### src/rtl/id_stage_if.sv
// Fetch-to-decode and decode-to-execute channels of the RV32I decode stage.
// Handshake: a beat moves on a rising edge where valid and ready are both high;
// the master holds valid and the payload stable until that edge.
interface id_fetch_if #(parameter int XLEN = 32);
  logic            valid;
  logic            ready;
  logic [XLEN-1:0] pc;
  logic [31:0]     inst;

  modport master (output valid, pc, inst, input ready);
  modport slave  (input valid, pc, inst, output ready);
endinterface

interface id_ex_if #(parameter int XLEN = 32);
  logic            valid;
  logic            ready;
  logic [6:0]      op;
  logic [2:0]      f3;
  logic            alt;
  logic [XLEN-1:0] a;
  logic [XLEN-1:0] b;
  logic [XLEN-1:0] imm;
  logic [4:0]      wa;
  logic            we;
  logic            illegal;

  modport master (output valid, op, f3, alt, a, b, imm, wa, we, illegal, input ready);
  modport slave  (input valid, op, f3, alt, a, b, imm, wa, we, illegal, output ready);
endinterface

### src/rtl/id_stage.sv
// RV32I decode stage: register read, forwarding, load-use interlock, ID/EX register.
// Define ID_BRANCH_EN to resolve jumps/branches here and redirect fetch.
module id_stage #(
  parameter int XLEN = 32,
  parameter int NFWD = 2
) (
  input  logic                 clk,
  input  logic                 rst,
  input  logic                 flush,
  id_fetch_if.slave            fetch,
  id_ex_if.master              ex,
  output logic [4:0]           rf_ra1,
  output logic [4:0]           rf_ra2,
  input  logic [XLEN-1:0]      rf_rd1,
  input  logic [XLEN-1:0]      rf_rd2,
  input  logic [NFWD-1:0]      fwd_we,
  input  logic [NFWD-1:0]      fwd_ld,
  input  logic [5*NFWD-1:0]    fwd_wa,
  input  logic [XLEN*NFWD-1:0] fwd_wd,
  output logic                 redirect_valid,
  output logic [XLEN-1:0]      redirect_pc,
  output logic                 dbg_kill
);
  localparam logic [6:0] OP_LUI    = 7'b0110111;
  localparam logic [6:0] OP_AUIPC  = 7'b0010111;
  localparam logic [6:0] OP_JAL    = 7'b1101111;
  localparam logic [6:0] OP_JALR   = 7'b1100111;
  localparam logic [6:0] OP_BRANCH = 7'b1100011;
  localparam logic [6:0] OP_LOAD   = 7'b0000011;
  localparam logic [6:0] OP_STORE  = 7'b0100011;
  localparam logic [6:0] OP_IMM    = 7'b0010011;
  localparam logic [6:0] OP_OP     = 7'b0110011;
  localparam logic [6:0] OP_FENCE  = 7'b0001111;
  localparam logic [6:0] OP_SYSTEM = 7'b1110011;

  logic [31:0]     inst;
  logic [6:0]      op;
  logic [2:0]      f3;
  logic [31:0]     imm32;
  logic [XLEN-1:0] imm;
  logic [XLEN-1:0] v1, v2, a_val, b_val;
  logic            ld1, ld2, use1, use2, legal, stall, accept, we_val, kill;

  assign inst   = fetch.inst;
  assign op     = inst[6:0];
  assign f3     = inst[14:12];
  assign rf_ra1 = inst[19:15];
  assign rf_ra2 = inst[24:20];
  assign imm    = XLEN'($signed(imm32));

  always_comb begin
    imm32 = {{20{inst[31]}}, inst[31:20]};
    case (op)
      OP_STORE:         imm32 = {{20{inst[31]}}, inst[31:25], inst[11:7]};
      OP_BRANCH:        imm32 = {{19{inst[31]}}, inst[31], inst[7], inst[30:25], inst[11:8], 1'b0};
      OP_LUI, OP_AUIPC: imm32 = {inst[31:12], 12'b0};
      OP_JAL:           imm32 = {{11{inst[31]}}, inst[31], inst[19:12], inst[20], inst[30:21], 1'b0};
      OP_IMM:           if (f3 == 3'b001 || f3 == 3'b101) imm32 = {27'b0, inst[24:20]};
      default:          ;
    endcase
  end

  // Descending scan so the lowest-index (youngest) matching source wins.
  always_comb begin
    v1 = rf_rd1;
    v2 = rf_rd2;
    ld1 = 1'b0;
    ld2 = 1'b0;
    for (int i = NFWD - 1; i >= 0; i--) begin
      if (fwd_we[i] && fwd_wa[5*i +: 5] == rf_ra1) begin
        v1  = fwd_wd[XLEN*i +: XLEN];
        ld1 = fwd_ld[i];
      end
      if (fwd_we[i] && fwd_wa[5*i +: 5] == rf_ra2) begin
        v2  = fwd_wd[XLEN*i +: XLEN];
        ld2 = fwd_ld[i];
      end
    end
    if (rf_ra1 == 5'd0) begin
      v1  = '0;
      ld1 = 1'b0;
    end
    if (rf_ra2 == 5'd0) begin
      v2  = '0;
      ld2 = 1'b0;
    end
  end

  always_comb begin
    legal = 1'b0;
    case (op)
      OP_LUI, OP_AUIPC, OP_JAL, OP_JALR, OP_BRANCH, OP_LOAD, OP_STORE,
      OP_IMM, OP_OP, OP_FENCE, OP_SYSTEM: legal = 1'b1;
      default: legal = 1'b0;
    endcase
    use1 = (op == OP_IMM) || (op == OP_OP) || (op == OP_LOAD) || (op == OP_STORE) ||
           (op == OP_BRANCH) || (op == OP_JALR);
    use2 = (op == OP_OP) || (op == OP_STORE) || (op == OP_BRANCH);
    a_val = v1;
    if (op == OP_LUI) a_val = '0;
    else if (op == OP_AUIPC || op == OP_JAL || op == OP_JALR) a_val = fetch.pc;
    b_val = imm;
    if (use2) b_val = v2;
    else if (op == OP_JAL || op == OP_JALR) b_val = XLEN'(32'd4);
    we_val = legal && (op != OP_BRANCH) && (op != OP_STORE) && (inst[11:7] != 5'd0);
  end

  assign stall       = (use1 && ld1) || (use2 && ld2);
  assign fetch.ready = !rst && !stall && (!ex.valid || ex.ready);
  assign accept      = fetch.valid && fetch.ready;
  assign dbg_kill    = kill;

  always_ff @(posedge clk) begin
    if (rst) begin
      ex.valid   <= 1'b0;
      ex.op      <= '0;
      ex.f3      <= '0;
      ex.alt     <= 1'b0;
      ex.a       <= '0;
      ex.b       <= '0;
      ex.imm     <= '0;
      ex.wa      <= '0;
      ex.we      <= 1'b0;
      ex.illegal <= 1'b0;
    end else if (flush) begin
      ex.valid <= 1'b0;
    end else if (accept && !kill) begin
      ex.valid   <= 1'b1;
      ex.op      <= op;
      ex.f3      <= f3;
      ex.alt     <= inst[30];
      ex.a       <= a_val;
      ex.b       <= b_val;
      ex.imm     <= imm;
      ex.wa      <= inst[11:7];
      ex.we      <= we_val;
      ex.illegal <= !legal;
    end else if (accept || ex.ready) begin
      // A killed beat or an idle consumed cycle leaves a bubble.
      ex.valid <= 1'b0;
    end
  end

`ifdef ID_BRANCH_EN
  logic            taken;
  logic [XLEN-1:0] target;

  always_comb begin
    taken = 1'b0;
    if (op == OP_JAL || op == OP_JALR) begin
      taken = 1'b1;
    end else if (op == OP_BRANCH) begin
      case (f3)
        3'b000:  taken = (v1 == v2);
        3'b001:  taken = (v1 != v2);
        3'b100:  taken = ($signed(v1) < $signed(v2));
        3'b101:  taken = ($signed(v1) >= $signed(v2));
        3'b110:  taken = (v1 < v2);
        3'b111:  taken = (v1 >= v2);
        default: taken = 1'b0;
      endcase
    end
    target = (op == OP_JALR) ? ((v1 + imm) & ~XLEN'(1)) : (fetch.pc + imm);
  end

  // The beat after a redirect is the wrong-path fall-through; the kill flag drops it.
  always_ff @(posedge clk) begin
    if (rst || flush) begin
      redirect_valid <= 1'b0;
      kill           <= 1'b0;
      if (rst) redirect_pc <= '0;
    end else begin
      redirect_valid <= 1'b0;
      if (accept) begin
        if (kill) begin
          kill <= 1'b0;
        end else if (taken) begin
          redirect_valid <= 1'b1;
          redirect_pc    <= target;
          kill           <= 1'b1;
        end
      end
    end
  end
`else
  assign redirect_valid = 1'b0;
  assign redirect_pc    = '0;
  assign kill           = 1'b0;
`endif
endmodule
### src/flat_wrapper.sv
// flat-port wrapper written by rule: the top's interface ports become plain ports
module id_stage_flat 
#(
  parameter int XLEN = 32,
  parameter int NFWD = 2
)
  (clk, rst, flush, rf_ra1, rf_ra2, rf_rd1, rf_rd2, fwd_we, fwd_ld, fwd_wa, fwd_wd, redirect_valid, redirect_pc, dbg_kill, fetch_valid, fetch_pc, fetch_inst, fetch_ready, ex_valid, ex_op, ex_f3, ex_alt, ex_a, ex_b, ex_imm, ex_wa, ex_we, ex_illegal, ex_ready);
  id_fetch_if #(.XLEN(XLEN)) fetch_i ();
  id_ex_if #(.XLEN(XLEN)) ex_i ();
  input  logic clk;
  input  logic rst;
  input  logic flush;
  output logic [4:0] rf_ra1;
  output logic [4:0] rf_ra2;
  input  logic [XLEN-1:0] rf_rd1;
  input  logic [XLEN-1:0] rf_rd2;
  input  logic [NFWD-1:0] fwd_we;
  input  logic [NFWD-1:0] fwd_ld;
  input  logic [5*NFWD-1:0] fwd_wa;
  input  logic [XLEN*NFWD-1:0] fwd_wd;
  output logic redirect_valid;
  output logic [XLEN-1:0] redirect_pc;
  output logic dbg_kill;
  input wire logic [$bits(fetch_i.valid)-1:0] fetch_valid;
  input wire logic [$bits(fetch_i.pc)-1:0] fetch_pc;
  input wire logic [$bits(fetch_i.inst)-1:0] fetch_inst;
  output wire logic [$bits(fetch_i.ready)-1:0] fetch_ready;
  output wire logic [$bits(ex_i.valid)-1:0] ex_valid;
  output wire logic [$bits(ex_i.op)-1:0] ex_op;
  output wire logic [$bits(ex_i.f3)-1:0] ex_f3;
  output wire logic [$bits(ex_i.alt)-1:0] ex_alt;
  output wire logic [$bits(ex_i.a)-1:0] ex_a;
  output wire logic [$bits(ex_i.b)-1:0] ex_b;
  output wire logic [$bits(ex_i.imm)-1:0] ex_imm;
  output wire logic [$bits(ex_i.wa)-1:0] ex_wa;
  output wire logic [$bits(ex_i.we)-1:0] ex_we;
  output wire logic [$bits(ex_i.illegal)-1:0] ex_illegal;
  input wire logic [$bits(ex_i.ready)-1:0] ex_ready;
  assign fetch_i.valid = fetch_valid;
  assign fetch_i.pc = fetch_pc;
  assign fetch_i.inst = fetch_inst;
  assign fetch_ready = fetch_i.ready;
  assign ex_valid = ex_i.valid;
  assign ex_op = ex_i.op;
  assign ex_f3 = ex_i.f3;
  assign ex_alt = ex_i.alt;
  assign ex_a = ex_i.a;
  assign ex_b = ex_i.b;
  assign ex_imm = ex_i.imm;
  assign ex_wa = ex_i.wa;
  assign ex_we = ex_i.we;
  assign ex_illegal = ex_i.illegal;
  assign ex_i.ready = ex_ready;
  id_stage #(.XLEN(XLEN), .NFWD(NFWD)) u_core (.clk(clk), .rst(rst), .flush(flush), .fetch(fetch_i), .ex(ex_i), .rf_ra1(rf_ra1), .rf_ra2(rf_ra2), .rf_rd1(rf_rd1), .rf_rd2(rf_rd2), .fwd_we(fwd_we), .fwd_ld(fwd_ld), .fwd_wa(fwd_wa), .fwd_wd(fwd_wd), .redirect_valid(redirect_valid), .redirect_pc(redirect_pc), .dbg_kill(dbg_kill));
endmodule
### config.mk
export PLATFORM = sky130hd
export DESIGN_NAME = id_stage_flat
export DESIGN_NICKNAME = d
export VERILOG_FILES = /design/src/rtl/id_stage_if.sv /design/src/rtl/id_stage.sv /design/src/flat_wrapper.sv
export SDC_FILE = /design/constraint.sdc
export NUM_CORES = 1
export LEC_CHECK = 0
export ABC_AREA = 1
export CORE_MARGIN = 1.5
export CORE_UTILIZATION = 40
export DETAILED_ROUTE_END_ITERATION = 16
export MAX_ROUTING_LAYER = met4
export PLACE_DENSITY = 0.82
export SLEW_MARGIN = 20
export SYNTH_ARGS = -nofsm -noshare
export SYNTH_HDL_FRONTEND = slang
export SYNTH_SLANG_ARGS = --single-unit
### constraint.sdc
create_clock -name clk -period 3.65 [get_ports clk]
set_clock_uncertainty 0.05 [all_clocks]
set_input_delay 0.73 -clock clk [delete_from_list [all_inputs] [get_ports clk]]
set_output_delay 0.73 -clock clk [all_outputs]
set_load 0.03 [all_outputs]
* Word level (Yosys, flattened, before mapping)
Index checks and enable logic that the tools add are counted.
** Cells by class
- Bitwise gates (word level) :: 1
- Eq/ne operators :: 19
- Multiplexer cells :: 21
- Reductions and logical operators :: 38
** Operators by type and width (number)
- $mux W32 :: 11
- $pmux W32 S5 :: 1
- $eq A7 B7 Y1 const B :: 4
- $eq A7 B6 Y1 const B :: 3
- $eq A5 B5 Y1 :: 4
- $eq A7 B5 Y1 const B :: 2
- $logic_or A1 B1 Y1 :: 14
- $logic_and A1 B1 Y1 :: 12
- $reduce_or A11 Y1 :: 1
- $logic_not A5 Y1 :: 2
- $mux W1 :: 9
- $eq A7 B2 Y1 const B :: 1
- $eq A7 B4 Y1 const B :: 1
- $ne A7 B6 Y1 const B :: 1
- $ne A7 B7 Y1 const B :: 1
- $reduce_bool A5 Y1 :: 1
- $logic_not A1 Y1 :: 4
- $reduce_or A2 Y1 :: 2
- $eq A3 B1 Y1 const B :: 1
- $eq A3 B3 Y1 const B :: 1
- $reduce_and A2 Y1 :: 1
- $reduce_bool A2 Y1 :: 1
- $not A1 Y1 :: 1
** Word-level totals
- Word-level logic and storage cells :: 89
- Bits of input ports :: 211
- Output and inout port bits :: 160
- Bits in registers :: 115

* Depth between registers and ports, before layout
- Word-level depth :: 15
- Depth in mapped cells :: 16
- Depth with buffers taken out :: 15

* Worst setup path after synthesis
OpenSTA, ideal clock, no wires.
- Path type :: input to output
- Start :: input fetch_inst[3]
- End :: output fetch_ready
- Stages :: 9
- Setup slack :: 1055 ps
- Buffers on the path :: 0
- Arrival time :: 1815 ps
- Cells stage by stage :: inv_1 -> nand2_1 -> nor2_4 -> nand2_1 -> o21bai_1 -> nor2_1 -> nand2_1 -> nand3_2 -> inv_1
** Between the ends
- Longest elaborated chain between the ends :: 11
** Ends and longest elaborated chain
- start: declaration :: line flat_wrapper.sv:26 : input wire logic [$bits(fetch_i.inst)-1:0] fetch_inst;
- $eq A7 B5 Y1 or $eq A7 B6 Y1 (tied branches) :: line id_stage.sv:96, id_stage.sv:98
- $logic_or A1 B1 Y1 (4 in a row) :: line id_stage.sv:96 : use1 = (op == OP_IMM) || (op == OP_OP) || (op == OP_LOAD) || (op == OP_STORE) ||
- $logic_or A1 B1 Y1 :: line id_stage.sv:97 : (op == OP_BRANCH) || (op == OP_JALR);
- $logic_and A1 B1 Y1 :: line id_stage.sv:108 : assign stall = (use1 && ld1) || (use2 && ld2);
- $logic_or A1 B1 Y1 (*) :: line id_stage.sv:108
- $logic_not A1 Y1 (*) :: line id_stage.sv:109 : assign fetch.ready = !rst && !stall && (!ex.valid || ex.ready);
- $logic_and A1 B1 Y1 (*) (2 in a row) :: line id_stage.sv:109
- end: declaration :: line flat_wrapper.sv:27 : output wire logic [$bits(fetch_i.ready)-1:0] fetch_ready;
Mark *: on every way between the ends. The rest lies on a longest branch, timed or not.

* Worst setup path in the final report
- Start :: input fetch_inst[22]
- End :: output fetch_ready
** Between the ends
- Longest elaborated chain between the ends :: 10
** Ends and longest elaborated chain
- $eq A5 B5 Y1 :: line id_stage.sv:74 : if (fwd_we[i] && fwd_wa[5*i +: 5] == rf_ra2) begin
- $logic_and A1 B1 Y1 :: line id_stage.sv:74
- $mux W1 (2 in a row) :: line id_stage.sv:74
- $mux W1 (*) :: line id_stage.sv:83 : if (rf_ra2 == 5'd0) begin
- $logic_and A1 B1 Y1 (*) :: line id_stage.sv:108
- $logic_or A1 B1 Y1 (*) :: line id_stage.sv:108
- $logic_not A1 Y1 (*) :: line id_stage.sv:109
- $logic_and A1 B1 Y1 (*) (2 in a row) :: line id_stage.sv:109
Marks and branches as above.

==> flow_metrics.tcl <==
set metrics [dict create \
    hold_buffers 0 \
    grt_pass1_vias 10200 \
    globalplace.congestion 0.959 \
    final.fill_count 2160 \
    cts_resized 0 \
    dieArea_sq_mm 0.0229 \
    maxCapViolCount 0 \
    leakage_nw 6.30 \
    synth_cell_types 28 \
    pin_count 371 \
    max_stage_delay_ns 0.61 \
    grt_overflow 0 \
    critical_path.top_delay_family "buffers and inverters" \
    hold_viol 0 \
    max_freq_mhz 295 \
    ys_seq_area_share_pct 26.2 \
    max-vdd-ir-drop_v 0.000303 \
    antenna_found_initial 1 \
    setup_viol 0 \
    area_growth_pct 45.9 \
    fin_cells 2199 \
    grt_usage_pct 34.8 \
    critPathBufInv 4 \
    dr.pass1.iters 6 \
    grt_max_degree 93 \
    ys_top_cells_by_area "dfxtp_1 26%, nand2_1 21%, nor2_1 17%, nand3_1 11%, inv_1 5.4%" \
    clk_path_buf_depth 2 \
    hpwl_mm 29.8 \
    required_ns 2.87 \
    drc_errors 0 \
    drive_gt1_share_pct 4.75 \
    period_needed_ns 3.39 \
    setup_ws_ns 0.262 \
    fin_setup_tns_ns 0 \
    cts_tree "built" \
    numCtsBuffers 17 \
    viasPerCell 5.25 \
    synth_top_area_share_pct 26.2 \
    drt-wirelength-per-cell_microns 18.0 \
    layout_worst_path_cycle_share_pct 92.8 \
    syn-mean-instance-area_sq_um 5.39 \
    place_ws_ns 0.294 \
    path_max_fanout 7 \
    cts_htree_levels 4 \
    drt_wl_total_mm 39.6 \
    criticalPathCategory "in2out" \
    num_vias 11500 \
    io_buffers 336 \
    rsz0062_at_grt "no" \
    critPathSlowestCell "clkdlybuf4s50_1" \
    drtIter0Drc 1164 \
    yosys.area.top_type "dfxtp_1" \
    seq_area_sq_mm 0.00230 \
    yosys_warnings 0 \
    cts_num_sinks 115 \
    rows 54 \
    cts-root-buf "clkbuf_16" \
    synth_seq_cells 115 \
    clock_latency_ns 0.42 \
    path_cells "clkdlybuf4s50_1 -> inv_1 -> nand2_1 -> nand2_1 -> nor2_1 -> nand3_2 -> nor2_1 -> nor2_1 -> nand2_1 -> nand3_2 -> inv_1 -> buf_4" \
    multi_input_area_sq_mm 0.00532 \
    worstMarginPinSlew_ns 0.598 \
    powerDensity_mw_per_mm2 346 \
    netlist_instances 1632 \
    slew_headroom_pct 59.8 \
    dp.cells 2164 \
    netlist_area_sq_mm 0.00880 \
    cts_setup_buffers 0 \
    start_util_pct 40.6 \
    grt_pass1_wl_mm 58.4 \
    core_sq_mm 0.0217 \
    nNetsFinal 2114 \
    ant_nets 0 \
    end_kind "output pin" \
    critPathArrivalTime_ns 2.61 \
    hp-class "reg2reg" \
    slew_violations 0 \
    outcome "completed" \
    fp.dieW_microns 151 \
    die_h_microns 151 \
    r2r_slack_ns 1.63 \
    cts.clk_slew.worst_paths_ns 0.06 \
    start_kind "input port" \
]
cells in the mapped netlist:
master	count
buf_1	20
a21oi_1	27
conb_1	1
nand3_1	200
clkbuf_1	58
o21bai_1	1
nor2_4	1
nand2_1	499
buf_6	7
nor3_4	1
inv_2	8
inv_1	126
dfxtp_1	115
o22ai_1	1
nand3_2	1
o211ai_1	2
o21ai_1	1
buf_2	20
a211oi_1	1
nor4_1	1
o21ai_0	12
a21boi_0	1
buf_4	48
nor2_2	1
nor3_1	17
nor2_1	394
nand4_1	67
and2_1	1
per-layer routing:
metal / wire length (microns) / track usage (%) / part of all wire (%)
met1: 16400 / 44.6 / 41
met2: 18600 / 54.9 / 47
met3: 3140 / 5.66 / 7.9
met4: 1460 / 12.7 / 3.7
met5: 0 / - / 0
through the flow:
step,hold WS (ns),area (sq um),util (%),total power [mW]
floorplan,0.556,8920,-,2.06
detailed placement,0.423,12200,56.2,2.59
global placement,0.413,12200,56.2,2.58
CTS,0.437,12800,59.1,4.44
global route,0.453,12800,59.2,4.60
finish,0.432,12800,59.2,4.44
cell type report:
class                      count  area share (%)
multi-input combinational   1263            41.5
timing repair buffer         372            29.0
sequential                   115            17.9
inverter                     134            3.93
clock buffer                  17            3.31
tap                          280            2.73
clock inverter                14            1.58
antenna                        4          0.0780
placed cells by master, fill, tap and decap left out, types with 7 or more instances in the layout:
| master | instances |
|---|---|
| buf_4 | 30 |
| dfxtp_1 | 115 |
| buf_12 | 7 |
| nand4_1 | 67 |
| o21ai_0 | 12 |
| inv_2 | 8 |
| conb_1 | 34 |
| clkdlybuf4s50_1 | 335 |
| inv_1 | 125 |
| clkbuf_16 | 17 |
| nand2_1 | 499 |
| nor2_1 | 389 |
| nand3_1 | 198 |
| a21oi_1 | 25 |
| nor3_1 | 17 |
registers in the layout (all words and copies together) (netlist names):
register,cells
u_core.ex.a,32
u_core.ex.alt,1
u_core.ex.b,32
u_core.ex.f3,3
u_core.ex.illegal,1
u_core.ex.imm,32
u_core.ex.op,7
u_core.ex.valid,1
u_core.ex.wa,5
u_core.ex.we,1
worst paths after layout:
path | from | endpoint | cells after the start
min reg2reg | u_core.ex.imm[17] | u_core.ex.imm[17] | 2
min | u_core.ex.imm[17] | u_core.ex.imm[17] | 2
max | fetch_inst[22] | fetch_ready | 12
max reg2reg | u_core.ex.valid | u_core.ex.imm[15] | 6
power by group:
part	total, mW	switching [mW]	internal (mW)	leakage (nW)
Sequential	1.36	0.0387	1.32	0.941
Clock	1.86	0.713	1.15	0.304
Combinational	1.21	0.713	0.502	5.05
worst min-delay path: cells and delay by family, from the launching register on:
family | cells | cell delay, ns
simple gates | 2 | 0.13
flops | 1 | 0.32
cell families (layout without fill, tap and decap cells):
| family | Yosys count | in the layout | synth area share [%] |
|---|---|---|---|
| compound gates | 46 | 46 | 2.77 |
| simple gates | 1183 | 1183 | 55.8 |
| buf+inv | 287 | 537 | 15.2 |
| other cells | 1 | 38 | 0.0426 |
| flops | 115 | 115 | 26.2 |
Power figures use the tool's default switching activity.
